--- src/rtl/siso_ctrl_pkg.sv ---
// Shared types and sizing helpers for the SISO transfer controller.
// Optional parity readback is enabled with SISO_CTRL_PARITY_EN.
package siso_ctrl_pkg;

  localparam int DATA_WIDTH_DEF = 16;

  // Smallest w with 2**w > n.
  function automatic int min_cnt_width(input int n);
    int w;
    w = 1;
    while ((1 << w) <= n) w = w + 1;
    return w;
  endfunction

  localparam int CNT_WIDTH_DEF =
    min_cnt_width(DATA_WIDTH_DEF);

  typedef logic [1:0] state_t;

  localparam state_t IDLE  = 2'd0;
  localparam state_t SHIFT = 2'd1;
  localparam state_t RESP  = 2'd2;

endpackage

--- src/rtl/siso_transfer_controller_bit_counter.sv ---
// Loadable down-counter with terminal-count flag.
// Used to time the SHIFT phase of the SISO controller.
module siso_ctrl_bit_counter #(
  parameter int W = 5
) (
  input  logic         clk,
  input  logic         rst_n,
  input  logic         load,
  input  logic         en,
  input  logic [W-1:0] load_val,
  output logic [W-1:0] count,
  output logic         tc
);

  // Load wins over decrement; saturates at zero.
  always_ff @(posedge clk or negedge rst_n) begin
    if (!rst_n) begin
      count <= '0;
    end else if (load) begin
      count <= load_val;
    end else if (en && (count != '0)) begin
      count <= count - 1'b1;
    end
  end

  assign tc = (count == '0);

endmodule

--- src/rtl/siso_transfer_controller.sv ---
// Word-exchange engine for an external negedge SISO register.
// Define SISO_CTRL_PARITY_EN to add Rsp_Parity_Out.
module siso_transfer_controller
  import siso_ctrl_pkg::*;
#(
  parameter int DATA_WIDTH = DATA_WIDTH_DEF,
  parameter int CNT_WIDTH  = CNT_WIDTH_DEF
) (
  input  logic                  Clk_In,
  input  logic                  Reset_N_In,
  input  logic                  Req_Valid_In,
  input  logic [DATA_WIDTH-1:0] Req_Data_In,
  output logic                  Req_Ready_Out,
  output logic                  Rsp_Valid_Out,
  output logic [DATA_WIDTH-1:0] Rsp_Data_Out,
  input  logic                  Rsp_Ready_In,
  output logic                  Siso_Enable_Out,
  output logic                  Siso_Shift_Out,
  output logic                  Siso_Data_Out,
  input  logic                  Siso_Data_In
`ifdef SISO_CTRL_PARITY_EN
  ,
  output logic                  Rsp_Parity_Out
`endif
);

  localparam logic [CNT_WIDTH-1:0] LAST =
    CNT_WIDTH'(DATA_WIDTH - 1);

  state_t                state;
  logic [DATA_WIDTH-1:0] tx;
  logic [DATA_WIDTH-1:0] rx;
  logic [CNT_WIDTH-1:0]  count;
  logic                  tc;
  logic                  accept;
  logic                  in_shift;
`ifdef SISO_CTRL_PARITY_EN
  logic                  par;
`endif

  assign accept   = (state == IDLE) &&
                    Req_Ready_Out && Req_Valid_In;
  assign in_shift = (state == SHIFT);

  siso_ctrl_bit_counter #(
    .W(CNT_WIDTH)
  ) u_cnt (
    .clk      (Clk_In),
    .rst_n    (Reset_N_In),
    .load     (accept),
    .en       (in_shift),
    .load_val (LAST),
    .count    (count),
    .tc       (tc)
  );

  // FSM, serial tx/rx shifters and registered outputs.
  always_ff @(posedge Clk_In or negedge Reset_N_In) begin
    if (!Reset_N_In) begin
      state           <= IDLE;
      tx              <= '0;
      rx              <= '0;
      Req_Ready_Out   <= 1'b0;
      Rsp_Valid_Out   <= 1'b0;
      Rsp_Data_Out    <= '0;
      Siso_Enable_Out <= 1'b0;
      Siso_Shift_Out  <= 1'b0;
      Siso_Data_Out   <= 1'b0;
`ifdef SISO_CTRL_PARITY_EN
      par             <= 1'b0;
      Rsp_Parity_Out  <= 1'b0;
`endif
    end else begin
      Siso_Enable_Out <= 1'b1;
      unique case (state)
        IDLE: begin
          Req_Ready_Out <= 1'b1;
          if (accept) begin
            Req_Ready_Out  <= 1'b0;
            Siso_Shift_Out <= 1'b1;
            Siso_Data_Out  <= Req_Data_In[DATA_WIDTH-1];
            tx <= Req_Data_In << 1;
            rx <= {rx[DATA_WIDTH-2:0], Siso_Data_In};
`ifdef SISO_CTRL_PARITY_EN
            par <= Siso_Data_In;
`endif
            state <= SHIFT;
          end
        end
        SHIFT: begin
          if (!tc) begin
            Siso_Data_Out <= tx[DATA_WIDTH-1];
            tx <= tx << 1;
            rx <= {rx[DATA_WIDTH-2:0], Siso_Data_In};
`ifdef SISO_CTRL_PARITY_EN
            par <= par ^ Siso_Data_In;
`endif
          end else begin
            Siso_Shift_Out <= 1'b0;
            Siso_Data_Out  <= 1'b0;
            Rsp_Data_Out   <= rx;
            Rsp_Valid_Out  <= 1'b1;
`ifdef SISO_CTRL_PARITY_EN
            Rsp_Parity_Out <= par;
`endif
            state <= RESP;
          end
        end
        RESP: begin
          if (Rsp_Ready_In) begin
            Rsp_Valid_Out <= 1'b0;
            Req_Ready_Out <= 1'b1;
            state         <= IDLE;
          end
        end
        default: state <= IDLE;
      endcase
    end
  end

endmodule

--- config.mk ---
export PLATFORM = sky130hd
export DESIGN_NAME = siso_transfer_controller
export DESIGN_NICKNAME = d
export VERILOG_FILES = /design/src/rtl/siso_ctrl_pkg.sv /design/src/rtl/siso_transfer_controller_bit_counter.sv /design/src/rtl/siso_transfer_controller.sv
export SDC_FILE = /design/constraint.sdc
export NUM_CORES = 1
export LEC_CHECK = 0
export BUFFER_PORTS_ARGS = -buffer_cell sky130_fd_sc_hd__buf_2
export CAP_MARGIN = 30
export CORE_MARGIN = 10
export CORE_UTILIZATION = 60
export CTS_CLUSTER_DIAMETER = 40
export CTS_CLUSTER_SIZE = 12
export DETAILED_ROUTE_END_ITERATION = 8
export PLACE_DENSITY_LB_ADDON = 0.12
export RECOVER_POWER = 100
export SLEW_MARGIN = 20
export SYNTH_ARGS = -nofsm -noshare
export SYNTH_HDL_FRONTEND = slang
export SYNTH_HIERARCHICAL = 1
export SYNTH_SLANG_ARGS = --single-unit
--- constraint.sdc ---
create_clock -name Clk_In -period 3.9 [get_ports Clk_In]
set_input_delay 0.585 -clock Clk_In [delete_from_list [all_inputs] [get_ports Clk_In]]
set_output_delay 0.585 -clock Clk_In [all_outputs]
set_load 0.01 [all_outputs]
==> flow_metrics.env, run 1 <==
export IMPL_tightest_slew_ps=1707
export IMPL_cts_setup_buffers=0
export IMPL_cellPowerDensity_mw_per_mm2=858.3
export IMPL_cp_end_kind="flop"
export IMPL_whs_ps=455.3
export IMPL_rsz0062_at_grt="false"
export IMPL_synth_cells=177
export IMPL_hold_path_class="in -> reg"
export IMPL_syn_area_per_cell_sq_um=15.08
export IMPL_synthTopCellsByArea="dfrtp_1 (55%), mux2_4 (16%), mux2_2 (7.2%), mux2_1 (6.3%), a21oi_1 (1.5%)"
export IMPL_drc_errors=0
export IMPL_gp_congestion=0.7504
export IMPL_n_antenna_cell=0
export IMPL_rows=24
export IMPL_crit_fanout=24
export IMPL_fmax_mhz=350.0
export IMPL_slew_headroom_pct=-13.77
export IMPL_grt_first_pass_wirelength_mm=8.321
export IMPL_crit_required_ps=4120
export IMPL_path_cells="nor2b_2 > clkbuf_1 > nand2_1 > mux2_1"
export IMPL_final_common_cell="dfrtp_1"
export IMPL_die_area_sq_mm=0.007516
export IMPL_nets=250
export IMPL_hold_viol=0
export IMPL_synth_cell_types=33
export IMPL_reg2reg_depth=4
export IMPL_fp_dieW_um=86.70
export IMPL_hold_depth=3
export IMPL_ir_worst_vdd_v=0.0004230
export IMPL_power_leakage_nw=1.334
export IMPL_worst_path_buf_inv=1
export IMPL_ios=42
export IMPL_hpwl_mm=3.370
export IMPL_start_util_pct=61.72
export IMPL_cp_start_kind="flop"
export IMPL_worst_path_dominant_cell_family="simple AND/OR/NAND/NOR gates"
export IMPL_path_clk_slew_ps=70
export IMPL_drt_iter0_drc=52
export IMPL_htreeDepth=3
export IMPL_routed_wirelength_mm=4.805
export IMPL_ys_seq_area_share_pct=55.32
export IMPL_cts_buffer_depth=2
export IMPL_fin_worst_skew_ps=13.11
export IMPL_synth_warnings=6
export IMPL_grt_max_degree=33
export IMPL_synth_top_area_share_pct=55.32
export IMPL_vias_per_cell=5.318
export IMPL_grt_overflow_total=0
export IMPL_numPortBuffers=41
export IMPL_yosys_area_top_type="dfrtp_1"
export IMPL_areaGrowthSynthToFinish_pct=9.095
export IMPL_grt_pass1_vias=1699
export IMPL_die_y_um=86.70
export IMPL_cts_hold_buf=0
export IMPL_drv_cap=1
export IMPL_arrival_ps=3070
export IMPL_period_needed_ps=2857
export IMPL_drive_above_1_share_pct=23.81
export IMPL_crit_type="reg -> reg"
export IMPL_failed_checks="capacitance limit, slew limit"
export IMPL_slowest_stage="clkbuf_1"
export IMPL_core_area_sq_mm=0.004324
export IMPL_drt_pass1_iter_count=4
export IMPL_cts_buffers=9
export IMPL_finalSetupTns_ps=0
export IMPL_routedWlPerCell_um=16.98
export IMPL_insertion_delay_ps=340
export IMPL_cts_num_sinks=59
export IMPL_setup_viol=0
export IMPL_fillCellCount=367
export IMPL_period_share_pct=73.26
export IMPL_netlist_area_sq_mm=0.002669
export IMPL_cts_tree="yes"
export IMPL_antenna_found_initial=0
export IMPL_drtAntennaViolNets=0
export IMPL_ctsResizeCount=0
export IMPL_vias=1505
export IMPL_ctsRootBufferMaster="clkbuf_8"
export IMPL_ys_ff_latch=59
export IMPL_max_stage_delay_ps=860
export IMPL_cp_num_cells=4
export IMPL_slew_violations=33
export IMPL_final_cell_mix="dfrtp_1 (59), mux2_1 (43), clkbuf_1 (24)"
export IMPL_grt_use_total_pct=13.99
export IMPL_status="finished, violations left"
[worst min-delay path: stages]
cell and delay [ps]:
buf_2 80, nand2_1 40, o21ai_0 60
[metrics by stage]
stage                     area (sq um)  total power [mW]  worst slack, ps  util, %  std cells
after global placement            2888             2.225             1710    66.78        269
after global routing              2912             2.684            787.4    67.33        283
final                             2912             2.499             1043    67.33        283
after CTS                         3069             2.834             1567    70.98        283
after floorplan                   2684             2.091             1822        -        181
after detailed placement          2888             2.300             1584    66.78        269
[path summary, 6_finish.rpt]
path,start,to,slack (ps)
setup / recovery,state[0]$_DFFE_PN0P_,Rsp_Data_Out[7]$_DFFE_PN0P_,1040
hold / removal,Req_Data_In[0],tx[1]$_DFFE_PN0P_,460
setup reg to reg,state[0]$_DFFE_PN0P_,Rsp_Data_Out[7]$_DFFE_PN0P_,1040
hold reg to reg,Rsp_Data_Out[6]$_DFFE_PN0P_,Rsp_Data_Out[6]$_DFFE_PN0P_,500
max in group asynchronous,Reset_N_In,Rsp_Data_Out[0]$_DFFE_PN0P_,2050
min in group asynchronous,Reset_N_In,tx[3]$_DFFE_PN0P_,680
[flip-flops by register name, indices dropped and copies added, names as in the netlist]
name             count
Rsp_Data_Out        16
rx                  16
tx                  15
u_cnt/count          5
state                2
Req_Ready_Out        1
Rsp_Valid_Out        1
Siso_Data_Out        1
Siso_Enable_Out      1
Siso_Shift_Out       1
[layout make-up]
type | instances | area [sq um] | area share [%]
sequential | 59 | 1476 | 50.71
multi-input combinational | 107 | 965.9 | 33.18
timing repair buffer | 44 | 196.4 | 6.747
clock buffer | 11 | 141.4 | 4.856
tap | 52 | 65.06 | 2.235
clock inverter | 3 | 40.04 | 1.375
inverter | 7 | 26.28 | 0.9025
[synthesized netlist by cell type]
library cell	instances
dfrtp_1	59
mux2_4	28
mux2_2	17
mux2_1	15
a21oi_1	8
inv_1	7
nand2_1	5
o21ai_0	4
buf_6	3
nor2b_1	3
buf_12	2
conb_1	2
nand2b_1	2
nor2_1	2
or3_1	2
a21o_1	1
a21o_4	1
a21oi_2	1
and3_1	1
and3_4	1
buf_2	1
buf_8	1
clkbuf_1	1
ha_1	1
mux2i_1	1
nand2_4	1
nand3_1	1
nor4bb_1	1
o31a_1	1
o31ai_1	1
o31ai_2	1
or4b_1	1
or4b_4	1
[where the power goes]
group	total, mW	leakage, nW	switching, mW	internal, mW
clock	0.525	0.0950	0.222	0.303
combinational	0.887	0.523	0.428	0.458
sequential	1.09	0.716	0.178	0.910
total	2.50	1.33	0.828	1.67
[logic make-up after synthesis]
logic type,share of synthesized area [%]
buf+inv,4.641
fa+ha+maj,0.4687
mux,29.63
simple gates,5.157
flops,55.32
other cells,0.2814
compound gates,4.501
[layer usage]
layer / wire, um / vias up / GRT usage (%)
met5: 0 / - / 0
met4: 87 / 0 / 7.511
met3: 302 / 13 / 4.409
met2: 2308 / 32 / 21.01
met1: 2106 / 748 / 17.54
li1: - / 712 / -
Power figures use the tool's default switching activity.
==> run 2, diff against run 1 <==
CORE_UTILIZATION = 56   (was 60)
clock period = 2.8 ns   (was 3.9 ns; I/O delays follow)
==> run 2 against run 1 <==
  * The run now ends clean
  * Utilization down 4.8 points
  * Highest routed layer unchanged
  * Cell area is 0.17% higher
  * Largest power group unchanged
  * Sequential share of layout area shrank 0.087 points
  * Cell count grew 1.1%
  * Die area grew 5.5%
  * Clock-buffer cell count grew 2
  * Fmax increased by 22%
  * Flip-flop and latch count stayed put
  * First-iteration DRC count is 54% higher
  * Critical path type unchanged
  * Register-to-register slack worse by 590 ps
  * Worst setup slack got worse by 590 ps
  * Global-route usage is 1.1 points lower
==> flow_metrics.env, run 2 (synthesis results as in run 1) <==
export IMPL_grt_overflow_total=0
export IMPL_period_share_pct=83.80
export IMPL_grt_first_pass_wirelength_mm=7.762
export IMPL_areaGrowthSynthToFinish_pct=9.283
export IMPL_n_antenna_cell=0
export IMPL_finalSetupTns_ps=0
export IMPL_path_cells="nor2b_1 > buf_4 > nand2_2 > mux2_1"
export IMPL_grtUsageMet2_pct=20.68
export IMPL_cts_buffers=9
export IMPL_ios=42
export IMPL_die_area_sq_mm=0.007927
export IMPL_vias=1487
export IMPL_period_needed_ps=2346
export IMPL_cts_hold_buf=0
export IMPL_p_total_mw=3.427
export IMPL_use_met3_pct=4.558
export IMPL_worst_path_dominant_cell_family="simple AND/OR/NAND/NOR gates"
export IMPL_insertion_delay_ps=320
export IMPL_drt_pass1_iter_count=4
export IMPL_rsz0062_at_grt="false"
export IMPL_cts_setup_buffers=0
export IMPL_htreeDepth=3
export IMPL_final_cells=286
export IMPL_rows=25
export IMPL_ir_worst_vdd_v=0.0006142
export IMPL_cp_start_kind="flop"
export IMPL_ctsResizeCount=0
export IMPL_tightest_slew_ps=1335
export IMPL_power_leakage_nw=1.337
export IMPL_ctsRootBufferMaster="clkbuf_8"
export IMPL_fp_dieW_um=89.04
export IMPL_slew_violations=0
export IMPL_nets=250
export IMPL_final_util_pct=62.58
export IMPL_drt_iter0_drc=80
export IMPL_final_common_cell="dfrtp_1"
export IMPL_antenna_found_initial=0
export IMPL_grt_pass1_vias=1647
export IMPL_worst_path_buf_inv=1
export IMPL_arrival_ps=2550
export IMPL_core_area_sq_mm=0.004661
export IMPL_hold_viol=0
export IMPL_grt_use_met1_pct=14.90
export IMPL_drv_cap=0
export IMPL_routed_wirelength_mm=4.689
export IMPL_drive_above_1_share_pct=25.00
export IMPL_final_cell_mix="dfrtp_1 (59), mux2_1 (43), clkbuf_1 (23)"
export IMPL_hpwl_mm=3.363
export IMPL_cp_end_kind="flop"
export IMPL_numPortBuffers=41
export IMPL_cts_buffer_depth=2
export IMPL_cellPowerDensity_mw_per_mm2=1175
export IMPL_status="completed"
export IMPL_drc_errors=0
export IMPL_grt_use_total_pct=12.87
export IMPL_cts_num_sinks=59
export IMPL_drtAntennaViolNets=0
export IMPL_crit_required_ps=3000
export IMPL_busiest_layer="met2"
export IMPL_whs_ps=326.2
export IMPL_fmax_mhz=426.2
export IMPL_hold_path_class="in -> reg"
export IMPL_grt_max_degree=36
export IMPL_slowest_stage="nor2b_1"
export IMPL_fin_worst_skew_ps=7.585
export IMPL_path_clk_slew_ps=60
export IMPL_slew_headroom_pct=10.97
export IMPL_vias_per_cell=5.199
export IMPL_crit_fanout=18
export IMPL_setup_viol=0
export IMPL_die_y_um=89.04
export IMPL_max_stage_delay_ps=760
export IMPL_crit_type="reg -> reg"
export IMPL_placed_cells=271
export IMPL_cts_tree="yes"
export IMPL_gp_congestion=0.7258
export IMPL_start_util_pct=57.26
export IMPL_largestRegisters="Rsp_Data_Out x16, rx x16, tx x15"
export IMPL_routedWlPerCell_um=16.40
## run 2: cell count changes in the layout (fill, tap and decap cells not counted), sizes merged
cell / before / now
clkbuf: 34 / 36
bufinv: 1 / 0
## run 2: layout make-up
class | instances | area [sq um]
fillers | 398 | 1744
flip-flops and latches | 59 | 1476
multi-input cells | 107 | 969.7
repair buffers | 44 | 197.7
clock buffers | 13 | 168.9
well taps | 54 | 67.56
inverters | 7 | 26.28
clock inverters | 2 | 10.01
## run 2: worst min-delay path, delay by kind of cell
family	cells	cell delay, ps
AO/OA/AOI/OAI	1	60
buffers and inverters	1	80
AND/OR/NAND/NOR	1	40
## run 2: per-stage QoR
step | cell area [sq um] | worst slack [ps]
floorplan | 2684 | 721.9
global placement | 2890 | 607.3
detailed placement | 2890 | 524.5
CTS | 3069 | 513.9
global route | 2917 | 248.2
finish | 2917 | 453.6
## run 2: worst paths after layout
check                                           from                           to  slack, ps  cells past startpoint
worst min-delay path                  Req_Data_In[0]            tx[1]$_DFFE_PN0P_        330                      3
worst max register to register  state[1]$_DFFE_PN0P_  Rsp_Data_Out[4]$_DFFE_PN0P_        450                      4
worst min register to register     tx[4]$_DFFE_PN0P_            tx[4]$_DFFE_PN0P_        490                      1
worst max-delay path            state[1]$_DFFE_PN0P_  Rsp_Data_Out[4]$_DFFE_PN0P_        450                      4
min in group asynchronous                 Reset_N_In           tx[10]$_DFFE_PN0P_        380                      1
max in group asynchronous                 Reset_N_In            tx[3]$_DFFE_PN0P_        910                      2
## run 2: layer usage
metal,wire [um],vias to the layer above
li1,-,715
met1,2074,735
met2,2288,30
met3,255,7
met4,70,0
met5,0,-
## run 2: report_power, final
part	leakage, nW	internal [mW]	switching (mW)	total, mW
clock network	0.0953	0.386	0.298	0.684
logic	0.525	0.641	0.594	1.24
registers	0.716	1.27	0.240	1.51
